**config.mk**
```make
export PLATFORM = sky130hd
export DESIGN_NAME = fm_zc_demod
export DESIGN_NICKNAME = d
export VERILOG_FILES = /design/src/rtl/fm_zc_demod.sv
export SDC_FILE = /design/constraint.sdc
export NUM_CORES = 1
export LEC_CHECK = 0
export BUFFER_PORTS_ARGS = -buffer_cell sky130_fd_sc_hd__buf_2
export CAP_MARGIN = 20
export CORE_ASPECT_RATIO = 2
export CORE_MARGIN = 2
export CORE_UTILIZATION = 49
export DETAILED_ROUTE_END_ITERATION = 10
export GPL_ROUTABILITY_DRIVEN = 0
export PLACE_DENSITY = 0.72
export SLEW_MARGIN = 20
export SYNTH_ARGS = -nofsm -noshare
export SYNTH_HDL_FRONTEND = slang
export SYNTH_SLANG_ARGS = --single-unit
```
**constraint.sdc**
```tcl
create_clock -name clk -period 3.8 [get_ports clk]
set_input_delay 0.38 -clock clk [delete_from_list [all_inputs] [get_ports clk]]
set_output_delay 0.38 -clock clk [all_outputs]
set_load 0.02 [all_outputs]
```
**src/rtl/fm_zc_demod.sv**
```systemverilog
// Zero-crossing FM demodulator: hysteresis comparator, per-cycle period counter,
// and block averaging of N = 2^AVG_LOG2 periods with deviation from the previous average.
module fm_zc_demod #(
    parameter int SAMPLE_WIDTH = 16,
    parameter int PERIOD_WIDTH = 16,
    parameter int HYST         = 256,
    parameter int AVG_LOG2     = 2
) (
    input  logic                      clk,
    input  logic                      reset,
    input  logic                      i_ce,
    input  logic [SAMPLE_WIDTH-1:0]   i_sample,
    input  logic                      i_clear,
    output logic [PERIOD_WIDTH-1:0]   o_period,
    output logic signed [PERIOD_WIDTH:0] o_deviation,
    output logic                      o_valid,
    output logic                      o_locked,
    output logic                      o_timeout
);

    localparam int ACC_W = PERIOD_WIDTH + AVG_LOG2;
    localparam int EVC_W = (AVG_LOG2 > 0) ? AVG_LOG2 : 1;
    localparam int N_AVG = 1 << AVG_LOG2;

    localparam logic [PERIOD_WIDTH-1:0]        CNT_MAX  = '1;
    localparam logic [EVC_W-1:0]               EV_LAST  = EVC_W'(N_AVG - 1);
    localparam logic signed [SAMPLE_WIDTH:0]   HYST_POS = (SAMPLE_WIDTH+1)'(HYST);
    localparam logic signed [SAMPLE_WIDTH:0]   HYST_NEG = -HYST_POS;

    typedef enum logic [1:0] {
        ST_IDLE,
        ST_ACQ,
        ST_TRACK
    } state_e;

    state_e                      state_q, state_d;
    logic                        comp_q, comp_d;
    logic [PERIOD_WIDTH-1:0]     cnt_q, cnt_d;
    logic [ACC_W-1:0]            sum_q, sum_d;
    logic [EVC_W-1:0]            evcnt_q, evcnt_d;
    logic [PERIOD_WIDTH-1:0]     period_q, period_d;
    logic signed [PERIOD_WIDTH:0] dev_q, dev_d;
    logic                        valid_q, valid_d;
    logic                        timeout_q, timeout_d;

    // Offset-binary to two's complement is an MSB flip; sign-extend by one bit for compare.
    logic signed [SAMPLE_WIDTH:0] s;
    logic                         above, below, rising;
    logic [PERIOD_WIDTH:0]        measured;
    logic [ACC_W-1:0]             sum_new;
    logic [PERIOD_WIDTH-1:0]      period_new;
    logic signed [PERIOD_WIDTH:0] dev_new;

    assign s      = $signed({~i_sample[SAMPLE_WIDTH-1], ~i_sample[SAMPLE_WIDTH-1],
                             i_sample[SAMPLE_WIDTH-2:0]});
    assign above  = (s >= HYST_POS);
    assign below  = (s <= HYST_NEG);
    assign rising = ~comp_q & above;

    assign measured   = {1'b0, cnt_q} + (PERIOD_WIDTH+1)'(1);
    assign sum_new    = sum_q + ACC_W'(measured);
    assign period_new = PERIOD_WIDTH'(sum_new >> AVG_LOG2);
    assign dev_new    = $signed({1'b0, period_new}) - $signed({1'b0, period_q});

    always_comb begin
        // NOTE: every next-state signal gets its hold value first so no path infers a latch.
        state_d   = state_q;
        comp_d    = comp_q;
        cnt_d     = cnt_q;
        sum_d     = sum_q;
        evcnt_d   = evcnt_q;
        period_d  = period_q;
        dev_d     = dev_q;
        valid_d   = 1'b0;
        timeout_d = timeout_q;

        if (i_clear) begin
            state_d   = ST_IDLE;
            comp_d    = 1'b0;
            cnt_d     = '0;
            sum_d     = '0;
            evcnt_d   = '0;
            timeout_d = 1'b0;
        end else if (i_ce) begin
            if (!comp_q && above) begin
                comp_d = 1'b1;
            end else if (comp_q && below) begin
                comp_d = 1'b0;
            end

            unique case (state_q)
                ST_IDLE: begin
                    if (rising) begin
                        state_d = ST_ACQ;
                        cnt_d   = '0;
                        sum_d   = '0;
                        evcnt_d = '0;
                    end
                end
                ST_ACQ, ST_TRACK: begin
                    if (rising) begin
                        cnt_d = '0;
                        if (evcnt_q == EV_LAST) begin
                            valid_d   = 1'b1;
                            period_d  = period_new;
                            dev_d     = (state_q == ST_TRACK) ? dev_new : '0;
                            sum_d     = '0;
                            evcnt_d   = '0;
                            state_d   = ST_TRACK;
                            timeout_d = 1'b0;
                        end else begin
                            sum_d   = sum_new;
                            evcnt_d = evcnt_q + EVC_W'(1);
                        end
                    end else if (cnt_q == CNT_MAX) begin
                        // Signal lost: drop lock but keep the last published measurement.
                        timeout_d = 1'b1;
                        state_d   = ST_IDLE;
                        cnt_d     = '0;
                        sum_d     = '0;
                        evcnt_d   = '0;
                    end else begin
                        cnt_d = cnt_q + PERIOD_WIDTH'(1);
                    end
                end
                default: state_d = ST_IDLE;
            endcase
        end
    end

    always_ff @(posedge clk) begin
        // NOTE: state registers use non-blocking assignment so all flops update together.
        if (reset) begin
            state_q   <= ST_IDLE;
            comp_q    <= 1'b0;
            cnt_q     <= '0;
            sum_q     <= '0;
            evcnt_q   <= '0;
            period_q  <= '0;
            dev_q     <= '0;
            valid_q   <= 1'b0;
            timeout_q <= 1'b0;
        end else begin
            state_q   <= state_d;
            comp_q    <= comp_d;
            cnt_q     <= cnt_d;
            sum_q     <= sum_d;
            evcnt_q   <= evcnt_d;
            period_q  <= period_d;
            dev_q     <= dev_d;
            valid_q   <= valid_d;
            timeout_q <= timeout_d;
        end
    end

    assign o_period    = period_q;
    assign o_deviation = dev_q;
    assign o_valid     = valid_q;
    assign o_locked    = (state_q == ST_TRACK);
    assign o_timeout   = timeout_q;

endmodule

```
==> metrics.log <==
INFO  metric critPathSlowestCell = sky130_fd_sc_hd__fa_2
INFO  metric io_pins = 56
INFO  metric vias_per_cell = about 5.8
INFO  metric worstHoldPathCells = 3
INFO  metric grt_start_max_net_pins = 34
INFO  metric routedWlPerCell = about 16 um
INFO  metric synth_edf_count = 0
INFO  metric synth_top_family_by_area = compound AO/OA/AOI/OAI gates
INFO  metric seqPwrFrac = 44.6%
INFO  metric port-buffer-count = 55
INFO  metric yosys_warnings = 0
INFO  metric switchingPower = around 360 uW
INFO  metric cts_root_buffer = sky130_fd_sc_hd__clkbuf_16
INFO  metric layout.cells.non_filler = between 700 and 800
INFO  metric netlist.area_leader.share = between 30% and 40%
INFO  metric combinationalPowerShare = 3.2%
INFO  metric final_non_filler_cell_area = 5306 um2
INFO  metric achievable-frequency = roughly 0.27 GHz
INFO  metric synthesis.area = 4521 um2
INFO  metric crit_top_cell = sky130_fd_sc_hd__ha_1
INFO  metric number_of_placed_instances_with_taps_included = ~690
INFO  metric outcome = finished, final reports clean
INFO  metric relSlewSlack = 46.14%
INFO  metric fp.dieW = around 72 um
INFO  metric synth.top_cells.by_area = sky130_fd_sc_hd__dfxtp_1 33%, sky130_fd_sc_hd__ha_1 11%, sky130_fd_sc_hd__a21oi_1 5.8%
INFO  metric synth_xor_xnor_area_share = 7.750%
INFO  metric detailedRoute.firstPassIterationCount = 4
INFO  metric setup.worst_path.start_class = flip-flop
INFO  metric holdCritPathClass = primary input to flip-flop
INFO  metric cpLargestDelayFamily = compound AO/OA/AOI/OAI gates
INFO  metric diodes = 0
INFO  metric clock_power_share = between 50% and 60%
INFO  metric cts_tree = yes
INFO  metric clock_latency = approximately 340 ps
INFO  metric place_hpwl = 8.681 mm
INFO  metric timing.final.setup_violations = 0
INFO  metric synth-seq-area-share = 32.77%
INFO  metric timing_hold_violations_final = 0
INFO  metric timing.hold.worst.start = i_sample[15]
INFO  metric fin_nets = 664
INFO  metric detailedRoute.firstIterationViolations = roughly 180
INFO  metric first_global_vias = ~4,200
INFO  metric cap_viol_max_count = 0
INFO  metric r2r_end = o_deviation[15]
INFO  metric switching_share_of_power = 20.57%
INFO  metric synth_simple_gate_area_share = around a fifth
INFO  metric floorplan.initialDensity = between 50 and 60%
INFO  metric synth.most_common_cell = sky130_fd_sc_hd__dfxtp_1
INFO  metric fp-row-count = 49
INFO  metric layout-drive-gt1-share = a little under a fifth
INFO  metric cp_max_fo = 3
INFO  metric synth.ff_latch_count = 74
INFO  metric crit_chain = inv_1, ha_1, fa_2, nand2b_4, a21oi_4, nor2_1, xnor2_1, ha_1, a21o_1, or3_1, o22a_2, a311o_1, nand3_1, mux2_2, o22ai_1
INFO  metric fin_worst_skew = a little under 5 ps
INFO  metric cts-buffers-inserted = 9
INFO  metric area_growth = 17.38%
INFO  metric synth.mux.area_fraction = 0.6919%
INFO  metric async_reset_ff_share = 0%
INFO  metric final_core_util = 59.28%
INFO  metric cts_max_level = 3
INFO  metric vertical_extent_of_the_die = around 140 um
INFO  metric clk_pin_slew = 60 ps
INFO  metric cp-end-kind = flip-flop
INFO  metric cp_slowest_stage_delay = between 300 and 400 ps
INFO  metric grt_usage = between 20% and 30%
INFO  metric cts_buffer_depth = 2
INFO  metric layout_min_cycle_time = 3651 ps
INFO  metric r2r_worst_path_depth = 15
INFO  metric grt_antenna_before_repair = 0
INFO  metric placement.cell_area = around 5000 um2
INFO  metric globalRoute.totalOverflow = 0
INFO  metric synth.net_count = about 600
INFO  metric drcViolationCount = 0
INFO  metric p_leak = roughly 2.2 nW
INFO  metric power.ir.vdd_worst = approximately 0.27 mV
INFO  metric r2r-start = cnt_q[0]
INFO  metric coreArea = between 8000 and 9000 um2
INFO  metric timing.critical_path.required = 4060 ps
INFO  metric report.final.slew_viol_count = 0
INFO  metric worstHoldEndpoint = comp_q
INFO  metric internal-power = 1.385 mW
INFO  metric period_share = a little over nine tenths
INFO  metric syn_area_per_cell = between 8 and 9 um2
INFO  metric crit_path_category = flip-flop to flip-flop
INFO  metric die_area = just over 10,000 um2
INFO  metric pwr_density_cell = 328.7 nW/um2
INFO  metric synth_cell_type_count = 63
INFO  metric tritoncts_num_sinks = 74
INFO  metric synth_ff_type = sky130_fd_sc_hd__dfxtp_1
INFO  metric synth-compound-area-share = a little over a fifth
INFO  metric critPathArrivalTime = 3910 ps
INFO  metric crit_buf_inv = 1
INFO  metric r2r_slack = 150 ps
INFO  metric routed_wirelength = approximately 11 mm
INFO  metric vias = 4,119
INFO  metric holdWs = 302.2 ps
INFO  metric wire_length_of_the_first_global_routing_pass = between 15 and 20 mm
INFO  metric number_of_standard_cells_after_synthesis = between 500 and 600
INFO  metric tightestPinTransition = 807.9 ps
INFO  metric critical_path_depth = 15
INFO  metric synthAdderAreaFrac = 11.40%
INFO  metric synth_top_area_cell = sky130_fd_sc_hd__dfxtp_1
INFO  metric synth_top_cells_by_count = 74 x sky130_fd_sc_hd__dfxtp_1, 64 x sky130_fd_sc_hd__nand2_1, 52 x sky130_fd_sc_hd__a21oi_1
INFO  metric drtAntennaViolNets = 0
stage by stage:
stage | total power, mW | TNS [ps] | setup slack, ps
4_1_cts | 1.766 | 0 | 36.96
2_1_floorplan | 0.8343 | 0 | 180.3
6_report | 1.744 | 0 | 149.4
3_5_place_dp | 0.8500 | -124.4 | -98.45
5_1_grt | 1.799 | -7.893 | -7.893
3_3_place_gp | 0.8485 | 0 | 26.49
how the worst max path moves through the flow:
stage	start	end	slack [ps]
after floorplan	cnt_q[0]	o_deviation[15]	180
after global placement	cnt_q[0]	o_deviation[15]	30
after detailed placement	cnt_q[0]	o_deviation[15]	-100
after CTS	cnt_q[0]	o_deviation[15]	40
final	cnt_q[0]	o_deviation[15]	150
after global routing	cnt_q[0]	o_deviation[15]	-8
state kept, by name, summed over array words and instances, names as in the netlist:
name         count
cnt_q           16
o_timeout        1
o_valid          1
comp_q           1
state_q          2
sum_q           18
evcnt_q          2
o_deviation     17
o_period        16
layout by cell type (no fill, tap or decap), drive strengths merged, types with 5 or more instances in the layout:
cell and n:
o21ai 28, inv 33, dfxtp 74, a22o 11
a21o 11, clkbuf 11, nand2 65, nor3 8
nand2b 11, xor2 17, buf 71, a211oi 5
xnor2 23, a31oi 5, nand3 12, ha 38
a21oi 53, nand4 13, nor2 43, nor2b 5
or3 6
area by class of cell:
class / instances / area [um2]
timing repair buffer: 71 / 395.4
clock buffer: 11 / 242.7
fill: 802 / 3645
multi-input combinational: 415 / 2858
clock inverter: 5 / 77.57
sequential: 74 / 1481
tap: 102 / 127.6
inverter: 33 / 123.9
worst register-to-register path: stages, from the launching register on:
cell and delay, ps:
sky130_fd_sc_hd__dfxtp_1 320, sky130_fd_sc_hd__inv_1 50, sky130_fd_sc_hd__ha_1 220, sky130_fd_sc_hd__fa_2 370
sky130_fd_sc_hd__nand2b_4 170, sky130_fd_sc_hd__a21oi_4 190, sky130_fd_sc_hd__nor2_1 90, sky130_fd_sc_hd__xnor2_1 220
sky130_fd_sc_hd__ha_1 280, sky130_fd_sc_hd__a21o_1 190, sky130_fd_sc_hd__or3_1 310, sky130_fd_sc_hd__o22a_2 230
sky130_fd_sc_hd__a311o_1 370, sky130_fd_sc_hd__nand3_1 120, sky130_fd_sc_hd__mux2_2 340, sky130_fd_sc_hd__o22ai_1 110
cell families after synthesis:
family,Yosys count
and+or+nand+nor,185
AOI/OAI and AO/OA,147
DFF,74
buffers and inverters,52
xor gates and xnor gates,40
adders and majority gates,40
muxes,3
power by group through the flow:
stage,logic (mW),clock network [mW],registers [mW]
after global placement,0.0536,0,0.795
after CTS,0.0555,0.932,0.778
final,0.0550,0.911,0.778
after floorplan,0.0393,0,0.795
after detailed placement,0.0552,0,0.795
after global routing,0.0600,0.962,0.777
what timing repair did:
item | CTS | global route
pin swaps | 0 | 5
hold buffers | 0 | 0
endpoints found under the setup margin | 2 | 4
setup buffers | 0 | 2
resized for setup | 2 | 10
metal layers:
layer,global-route usage [%],vias up,share of wire (%)
met3,3.910,34,3.3
li1,-,2051,-
met4,13.80,0,4.5
met2,44.40,94,56
met1,22.66,1940,36
met5,0,-,0
(Power assumes the default switching activity.)
